[src/rtl/reg_load_arbiter.sv]
// reg_load_arbiter
// Round-robin arbiter that shares one parallel-load register between
// N_REQ requesters. It latches the winner's data, pulses the register load
// for one cycle, optionally reads the register back, then acknowledges the winner.
//
// Build option: define REG_ARB_VERIFY_EN to include the readback VERIFY
// state and the sticky err flag. When it is not defined, LOAD goes straight
// to DONE, err_o is tied low, and reg_q_i/err_clr_i are ignored.
//
// state    | meaning
// ---------+-----------------------------------------------------------
// S_IDLE   | waiting for a request; arbitrates and latches the winner
// S_LOAD   | reg_load_o high for one cycle with reg_d_o = held data
// S_VERIFY | compares the register readback with the held data
// S_DONE   | one-cycle ack to the winner; winner becomes the new "last"

module reg_load_arbiter #(
  parameter  int N_REQ = 4,
  parameter  int W     = 4,
  localparam int IW    = (N_REQ > 1) ? $clog2(N_REQ) : 1
) (
  input  logic                 clk_i,
  input  logic                 reset_i,
  input  logic [N_REQ-1:0]     req_i,
  input  logic [N_REQ*W-1:0]   req_data_i,
  output logic [N_REQ-1:0]     ack_o,
  output logic [IW-1:0]        grant_id_o,
  output logic                 busy_o,
  output logic [W-1:0]         reg_d_o,
  output logic                 reg_load_o,
  input  logic [W-1:0]         reg_q_i,
  output logic                 err_o,
  input  logic                 err_clr_i
);

  typedef enum logic [1:0] {
    S_IDLE   = 2'd0,
    S_LOAD   = 2'd1,
    S_VERIFY = 2'd2,
    S_DONE   = 2'd3
  } state_e;

  state_e         state_q, state_d;
  logic [IW-1:0]  last_q, last_d;
  logic [IW-1:0]  grant_q, grant_d;
  logic [W-1:0]   hold_q, hold_d;

  logic           pick_valid;
  logic [IW-1:0]  pick_id;
  logic [W-1:0]   pick_data;
  logic           hi_valid;
  logic [IW-1:0]  hi_id;
  logic [IW-1:0]  lo_id;

  // Round-robin pick: lowest requester above "last" wins; otherwise wrap
  // around to the lowest requester overall.
  always_comb begin
    hi_valid   = 1'b0;
    hi_id      = '0;
    lo_id      = '0;
    pick_valid = 1'b0;
    for (int i = N_REQ - 1; i >= 0; i--) begin
      if (req_i[i]) begin
        pick_valid = 1'b1;
        lo_id      = IW'(i);
      end
      if (req_i[i] && (IW'(i) > last_q)) begin
        hi_valid = 1'b1;
        hi_id    = IW'(i);
      end
    end
    pick_id = hi_valid ? hi_id : lo_id;
  end

  // Data mux for the selected requester.
  always_comb begin
    pick_data = '0;
    for (int i = 0; i < N_REQ; i++) begin
      if (IW'(i) == pick_id) begin
        pick_data = req_data_i[i*W +: W];
      end
    end
  end

  // Next-state logic; requests are only looked at in S_IDLE.
  always_comb begin
    state_d = state_q;
    last_d  = last_q;
    grant_d = grant_q;
    hold_d  = hold_q;
    case (state_q)
      S_IDLE: begin
        if (pick_valid) begin
          grant_d = pick_id;
          hold_d  = pick_data;
          state_d = S_LOAD;
        end
      end
      S_LOAD: begin
`ifdef REG_ARB_VERIFY_EN
        state_d = S_VERIFY;
`else
        state_d = S_DONE;
`endif
      end
      S_VERIFY: begin
        state_d = S_DONE;
      end
      S_DONE: begin
        last_d  = grant_q;
        state_d = S_IDLE;
      end
      default: begin
        state_d = S_IDLE;
      end
    endcase
  end

  // State and transaction registers; last starts at N_REQ-1 so requester 0
  // has first priority after reset.
  always_ff @(posedge clk_i or posedge reset_i) begin
    if (reset_i) begin
      state_q <= S_IDLE;
      last_q  <= IW'(N_REQ - 1);
      grant_q <= '0;
      hold_q  <= '0;
    end else begin
      state_q <= state_d;
      last_q  <= last_d;
      grant_q <= grant_d;
      hold_q  <= hold_d;
    end
  end

  // Moore outputs decoded from state; reg_d_o is the held data at all times
  // so it is stable around the load pulse.
  always_comb begin
    ack_o = '0;
    if (state_q == S_DONE) begin
      for (int i = 0; i < N_REQ; i++) begin
        if (IW'(i) == grant_q) begin
          ack_o[i] = 1'b1;
        end
      end
    end
  end

  assign grant_id_o = grant_q;
  assign busy_o     = (state_q != S_IDLE);
  assign reg_load_o = (state_q == S_LOAD);
  assign reg_d_o    = hold_q;

`ifdef REG_ARB_VERIFY_EN
  logic err_q, err_d;

  // Sticky readback-mismatch flag; a clear wins over a same-cycle mismatch.
  always_comb begin
    err_d = err_q;
    if (err_clr_i) begin
      err_d = 1'b0;
    end else if ((state_q == S_VERIFY) && (reg_q_i != hold_q)) begin
      err_d = 1'b1;
    end
  end

  // Error flag register.
  always_ff @(posedge clk_i or posedge reset_i) begin
    if (reset_i) begin
      err_q <= 1'b0;
    end else begin
      err_q <= err_d;
    end
  end

  assign err_o = err_q;
`else
  // Readback path is not built; keep the inputs visibly consumed.
  logic unused_verify_in;
  assign unused_verify_in = ^{reg_q_i, err_clr_i};
  assign err_o            = 1'b0;
`endif

endmodule

[config.mk]
export PLATFORM = sky130hd
export DESIGN_NAME = reg_load_arbiter
export DESIGN_NICKNAME = d
export VERILOG_FILES = /design/src/rtl/reg_load_arbiter.sv
export SDC_FILE = /design/constraint.sdc
export NUM_CORES = 1
export LEC_CHECK = 0
export CORE_ASPECT_RATIO = 0.7
export CORE_UTILIZATION = 30
export CTS_CLUSTER_SIZE = 28
export DETAILED_ROUTE_END_ITERATION = 8
export PLACE_DENSITY = 0.61
export SETUP_SLACK_MARGIN = 0.15
export SYNTH_ARGS = -nofsm -noshare
export SYNTH_HDL_FRONTEND = slang
export SYNTH_SLANG_ARGS = --single-unit
[constraint.sdc]
create_clock -name clk_i -period 3.3 [get_ports clk_i]
set_input_delay 0.495 -clock clk_i [delete_from_list [all_inputs] [get_ports clk_i]]
set_output_delay 0.495 -clock clk_i [all_outputs]
set_load 0.02 [all_outputs]
Yosys cells after proc, flatten, opt, wreduce, memory -nomap -nowiden
Index checks and enable logic that the tools add are counted. Widths: inputs -> output; s select.

Bits in registers: 10. Input bits: 27. Output and inout bits: 13. Logic and storage cells: 56.

$lt $le $gt $ge: 4. Equality and inequality tests: 10. Mux-type cells: 28. Reduce and logical (&&, ||, !) cells: 10.

Operator list (number): $mux 2 (10); $mux 4 (5); $mux 1 (12); $eq 2x2->1 const A (4); $logic_not 2->1 (3); $pmux 2 s3 (1); $eq 1x2->1 const A (2); $eq 2x2->1 const B (2); $gt 1x2->1 const A (2); $gt 2x2->1 const A (2); $logic_and 1x1->1 (4); $eq 2x1->1 const B (1); $ne 2x2->1 const B (1); $reduce_and 2->1 (1); $reduce_bool 2->1 (1); $reduce_or 2->1 (1).

Depth between registers and ports, before layout
Gate-level depths: netlist of run 1.

Depth after elaboration: 12. Mapped depth: 5. Mapped depth without buffers: 5.

Worst setup path after synthesis of run 1
Ideal clock, no wire load.

Path kind: input port to flip-flop. From: input port req_i[1]. To: register hold_q[3] (netlist: reg_d_o[3]). Setup time: 0.135 ns. Data arrival time: 1.662 ns. Data required time: 3.165 ns. Path slack: 1.503 ns. Stages: 5. Path buffers: 0. Path through: or2_4 -> a311oi_4 -> a31oi_2 -> a2111oi_1 -> o31ai_1.

Longest elaborated chain between the ends: 9. Elaborated cells on any way between the ends: 19. Classes of those cells: eq/ne (3); mux (13); reduce/logical (3).

Ends and longest elaborated chain: from (decl) (RTL line 24) `input logic [N_REQ-1:0] req_i,`; $logic_and 1x1->1 (RTL line 67) `if (req_i[i] && (IW'(i) > last_q)) begin`; $mux 2 or $mux 1 (tied branches) (2 in a row) (RTL line 67); $mux 2 (RTL line 72) `pick_id = hi_valid ? hi_id : lo_id;`; $logic_not 2->1 (RTL line 79) `if (IW'(i) == pick_id) begin`; $mux 4 (4 in a row) (RTL line 79); to (signal assigned) (RTL line 131) `hold_q <= hold_d;`; to (decl) (RTL line 46) `logic [W-1:0] hold_q, hold_d;`.

Parallel ways exist; a longest one is shown, timed or not. A chain may end at the register's enable or synchronous reset.

Worst setup path after layout of run 1
Ends and elaborated chain as after synthesis.

==> metrics.txt, run 1 <==
die extent in y=between 40 and 50 um; grt ovf=0; Post-Syn Area=between 700 and 800 um2; CTS root buf=clkbuf_4; post-DP HPWL=~1500 um; Ports=40; Hold WC Path Type=register to register; fraction of layout cells with a size suffix above 1=9.917%; ys async rst share=100.0%; WS Path Type=input port to register; most common cell after layout, fill and taps aside=clkdlybuf4s50_1; vias in the first global route=roughly 740; DP Worst Slack=0.6096 ns; Cells after Synth=85; synthesized flop and latch total=10; slew margin rel.=61.73%; Max Cap Violations=0; TritonCTS clock tree=yes; number of port buffers=33; largest net degree at the start of global routing=11; worst-margin pin slew=around 0.57 ns; clock buffer depth=2; setup bufs post-CTS=0; final worst-path cycle share=72.69%; total CTS buffers=3; Hold Crit Start=reg_d_o[1]; total power=slightly below 0.0009 W; Clock transition at path regs=0.06 ns; Clk Latency, worst-skew pair=approximately 0.26 ns; vias post-DR=752; Post-DP Area=between 1000 and 1500 um2; # hold bufs at CTS=0; final worst slack=around 0.90 ns; Post-synth EDFFs=0; first-pass GRT wire length=about 3200 um; post-synth cell types=33; CORE AREA=between 2000 and 2500 um2; R2R Path Start=last_q[0]; Max IR drop VDD=approximately 420 uV; routed len/inst=approximately 12 um; most frequent cells in the layout=clkdlybuf4s50_1, nor2_1, nand2_1, dfrtp_1, inv_1; Initial Utilization=around a third; final-stage net count=about 150; Achievable Freq=416.9 MHz; crit-path cells=clkdlybuf4s50_1, or2_4, a311oi_4, a31oi_2, a2111oi_1, o31ai_1; Final Critical Period=2.399 ns; fin area=1149 um2; Antenna Cells=0; ys flop type=dfrtp_1; Worst setup EP type=register; RSZ-0062 raised after global routing=no; final setup fails=0; sequential share of the synthesized area=33.28%; CP max stage cell=clkdlybuf4s50_1; CP Max Fanout=8; post-DR vias/cell=4.915; total track usage=between 10% and 20%; max-slew violation count=0; WP data required=between 3 and 4 ns; Initial DRT Pass Iterations=4; CTS Sinks=10; Post-DRT Antenna Nets=0; DRT Wirelength=between 1500 and 2000 um; status=complete, no violations; worst hold slack=approximately 0.48 ns; initial antenna violation count=0; post-CTS sizing=0; syn nets=116; Final GP Congestion=approximately 0.7; Power Density=763.5 nW/um2; synth warn=0; crit start category=input port; die width=about 62 um; WP buf/inv=1; worst path arrival time=2.53 ns; htree depth=1; setup_tns=0 ns; Area Growth Syn to Fin=51.24%; Mean Syn Cell Area=a little under 9 um2; CP delay by family, top=compound AO/OA/AOI/OAI gates; max incr delay on CP=0.55 ns; worst setup path startpoint=req_i[1]; DIE AREA=around 2700 um2; Layout Skew=~0.00067 ns; Starting DRT DRC Count=33; filler cell count=208; Post-route DRC=0; P_leak=approximately 0.46 nW; Final Hold Viols=0; FP Rows=14
Yosys cell counts, types with 3 or more instances:
master     instances  area, um2
o31ai_1            4      30.03
and2_1             4      25.02
a21boi_0           4      30.03
o21ai_0            4      20.02
a2111oi_1          4      40.04
ha_1               4      50.05
nor2_1            12      45.04
dfrtp_1            8      200.2
inv_1              5      18.77
nand2_1            8      30.03
nand3_1            3      15.01
sequential cells by signal, indices dropped and copies added (netlist names):
register    cells
reg_d_o         4
grant_id_o      2
last_q          2
state_q         2
logic make-up (layout without fill, tap and decap cells):
family,after synthesis,count (layout),synth area share [%]
muxes,3,3,4.448
buffers and inverters,6,42,3.460
DFF,10,10,33.28
adders and majority gates,4,4,6.590
AOI/OAI and AO/OA,24,24,26.52
and+or+nand+nor,37,37,25.21
other,1,1,0.4938
power breakdown:
group / switching (W) / internal, W
Combinational: 0.000268 / 0.000259
Sequential: 0.0000677 / 0.000196
Clock: 0.0000402 / 0.0000467
through the flow:
step                cells  util, %
global placement      149    49.67
global route          153    50.83
detailed placement    149    49.67
floorplan              85        -
finish                153    50.83
CTS                   153    50.83
metal layers:
layer | GRT usage, % | part of all wire [%] | vias to the layer above
met4 | 2.326 | 0 | 0
met2 | 23.52 | 40 | 27
met1 | 20.13 | 52 | 347
met5 | 0 | 0 | -
li1 | - | - | 378
met3 | 5.670 | 8.0 | 0
final cells by class:
type | count | area [um2] | area share, %
multi-input cells | 69 | 480.5 | 41.83
clock buffers | 4 | 26.28 | 2.288
inverters | 5 | 18.77 | 1.634
well taps | 32 | 40.04 | 3.486
flip-flops and latches | 10 | 252.7 | 22.00
repair buffers | 33 | 330.3 | 28.76
worst reg2reg max path: cells and delay by family, from the launching register on:
kind / cells / cell delay [ns]
AND/OR/NAND/NOR: 1 / 0.21
flip-flops: 1 / 0.40
AO/OA/AOI/OAI: 4 / 1.16
path summary, 6_finish.rpt:
kind / end / slack, ns / depth (start not counted)
max in group asynchronous: last_q[1] / 2.48 / 2
max: reg_d_o[3] / 0.90 / 6
max reg2reg: reg_d_o[3] / 1.39 / 5
min reg2reg: reg_d_o[1] / 0.48 / 2
min: reg_d_o[1] / 0.48 / 2
min in group asynchronous: reg_d_o[0] / 0.51 / 2
Note: power is estimated with default switching activity, not from simulation.
==> run 2, diff against run 1 <==
clock period = 2.5 ns   (was 3.3 ns; I/O delays follow)
==> run 2 against run 1 <==
  * Count of clock-buffer cells in the layout unchanged
  * Total power increased by 37%
  * Critical path type is now register to output port
  * Sequential power increased by 33%
  * Via count decreased by 1.5%
  * Flip-flop and latch count unchanged
  * Clock power increased by 65%
  * Highest routed layer unchanged
==> metrics.txt, run 2 (synthesized netlist as in run 1, its figures left out) <==
status=complete, no violations (unchanged); final setup fails=0 (unchanged); Final Critical Period=between 2 and 2.5 ns; first-pass GRT wire length=3284 um (was 3180 um); DP Worst Slack=0.09503 ns (was 0.6096 ns); WP data required=2.12 ns (was 3.43 ns); setup bufs post-CTS=0 (unchanged); R2R setup slack=0.56 ns (was 1.39 ns); R2R Path Start=last_q[0] (unchanged); max reg flops=4 (unchanged); Layout Skew=0.0003236 ns (was 0.0006684 ns); post-DP HPWL=1540 um (was 1452 um); worst-margin pin slew=0.5570 ns (was 0.5651 ns); R2R Path End=reg_d_o[1] (was reg_d_o[3]); Worst setup EP type=output port (was register); htree depth=1 (unchanged); Top Metal Used=met3 (unchanged); Ports=40 (unchanged); vias in the first global route=723 (was 739); vias post-DR=741 (was 752); Antenna Cells=0 (unchanged); Final Hold Viols=0 (unchanged); slew margin rel.=62.28% (was 61.73%); M1 WL=1001 um (was 953 um); grt ovf=0 (unchanged); CTS root buf=clkbuf_4 (unchanged); Final GP Congestion=0.7658 (was 0.6970); TritonCTS clock tree=yes (unchanged); WS Path Type=register to output port (was input port to register); RSZ-0062 raised after global routing=no (unchanged); CORE AREA=2260 um2 (unchanged); routed len/inst=12.37 um (was 11.98 um); final worst slack=0.3611 ns (was 0.9011 ns); total CTS buffers=3 (unchanged); CTS Sinks=10 (unchanged); setup_tns=0 ns (unchanged); die width=62.14 um (unchanged); DRT Wirelength=1917 um (was 1833 um); most common cell after layout, fill and taps aside=clkdlybuf4s50_1 (unchanged); Achievable Freq=~470 MHz; CP Max Fanout=6 (was 8); DIE AREA=2740 um2 (unchanged); max-slew violation count=0 (unchanged); total track usage=15.50% (was 14.94%); fraction of layout cells with a size suffix above 1=12.20% (was 9.917%); Area Growth Syn to Fin=54.53% (was 51.24%); Power Density=1024 nW/um2 (was 763.5 nW/um2); Clock transition at path regs=0.06 ns (about the same); DR WL met3=141 um (was 146 um); P_leak=0.4783 nW (was 0.4627 nW); worst path arrival time=1.76 ns (was 2.53 ns); final-stage net count=155 (was 153); Initial Utilization=33.61% (unchanged); Hold WC Path Type=input port to async pin (was register to register); Max Cap Violations=0 (unchanged); post-CTS sizing=0 (unchanged); initial antenna violation count=0 (unchanged); Max IR drop VDD=551.9 uV (was 424.9 uV); Post-route DRC=0 (unchanged); Clk Latency, worst-skew pair=0.26 ns (about the same); FP Rows=14 (unchanged); most frequent cells in the layout=clkdlybuf4s50_1, nor2_1, nand2_1, dfrtp_1, inv_1 (unchanged); # hold bufs at CTS=0 (unchanged); Starting DRT DRC Count=32 (was 33); die extent in y=44.10 um (unchanged); final worst-path cycle share=between 80% and 90%; post-DR vias/cell=4.781 (was 4.915); number of port buffers=33 (unchanged); clock buffer depth=2 (unchanged); largest net degree at the start of global routing=11 (unchanged); Post-DRT Antenna Nets=0 (unchanged); met2 WL=774 um (was 734 um); FF-to-FF path depth=6 (was 5); crit start category=register (was input port); Initial DRT Pass Iterations=4 (unchanged)
[run 2: cell types whose count changed in the layout (fill, tap and decap cells not counted), sizes merged]
| cell | change |
|---|---|
| buf | +2 |
[run 2: metrics by stage]
step           hold WS (ns)  total power [W]  cell area (um2)  utilization (%)  instances
2_1_floorplan        0.2137        0.0007708            759.5                -         85
3_3_place_gp         0.4653         0.001050             1137            50.33        151
3_5_place_dp         0.4699         0.001068             1137            50.33        151
4_1_cts              0.4039         0.001216             1174            51.94        155
5_1_grt              0.4183         0.001309             1174            51.94        155
6_report             0.3994         0.001202             1174            51.94        155
[run 2: final cells by class]
type | instances | area (um2)
Timing Repair Buffer | 35 | 345.3
Sequential cell | 10 | 252.7
Multi-Input combinational cell | 69 | 480.5
Tap cell | 32 | 40.04
Fill cell | 211 | 1086
Inverter | 5 | 18.77
Clock buffer | 4 | 36.28
[run 2: how the worst max path moves through the flow]
| stage | from | end | slack (ns) | cells after the start |
|---|---|---|---|---|
| final | state_q[0] | ack_o[0] | 0.36 | 3 |
| after global routing | req_i[1] | reg_d_o[3] | 0.24 | 6 |
| after CTS | state_q[0] | ack_o[0] | 0.34 | 3 |
| after detailed placement | req_i[1] | reg_d_o[1] | 0.1 | 6 |
| after global placement | req_i[1] | reg_d_o[1] | 0.09 | 6 |
| after floorplan | req_i[1] | reg_d_o[3] | 0.82 | 5 |
[run 2: layer usage]
layer / track usage (%) / vias up
li1: - / 390
met1: 20.70 / 324
met2: 25.71 / 27
met3: 5.928 / 0
met4: 0 / 0
met5: 0 / -
[run 2: report_power, final]
group | switching (W) | internal (W) | total [W]
clock network | 0.0000543 | 0.0000884 | 0.000143
logic | 0.000357 | 0.000352 | 0.000708
registers | 0.0000918 | 0.000259 | 0.000351
[run 2: worst max-delay path: stages (launching register included)]
cell             delay (ns)
dfrtp_1                0.42
ha_1                   0.25
nor3b_1                0.21
clkdlybuf4s50_1        0.63
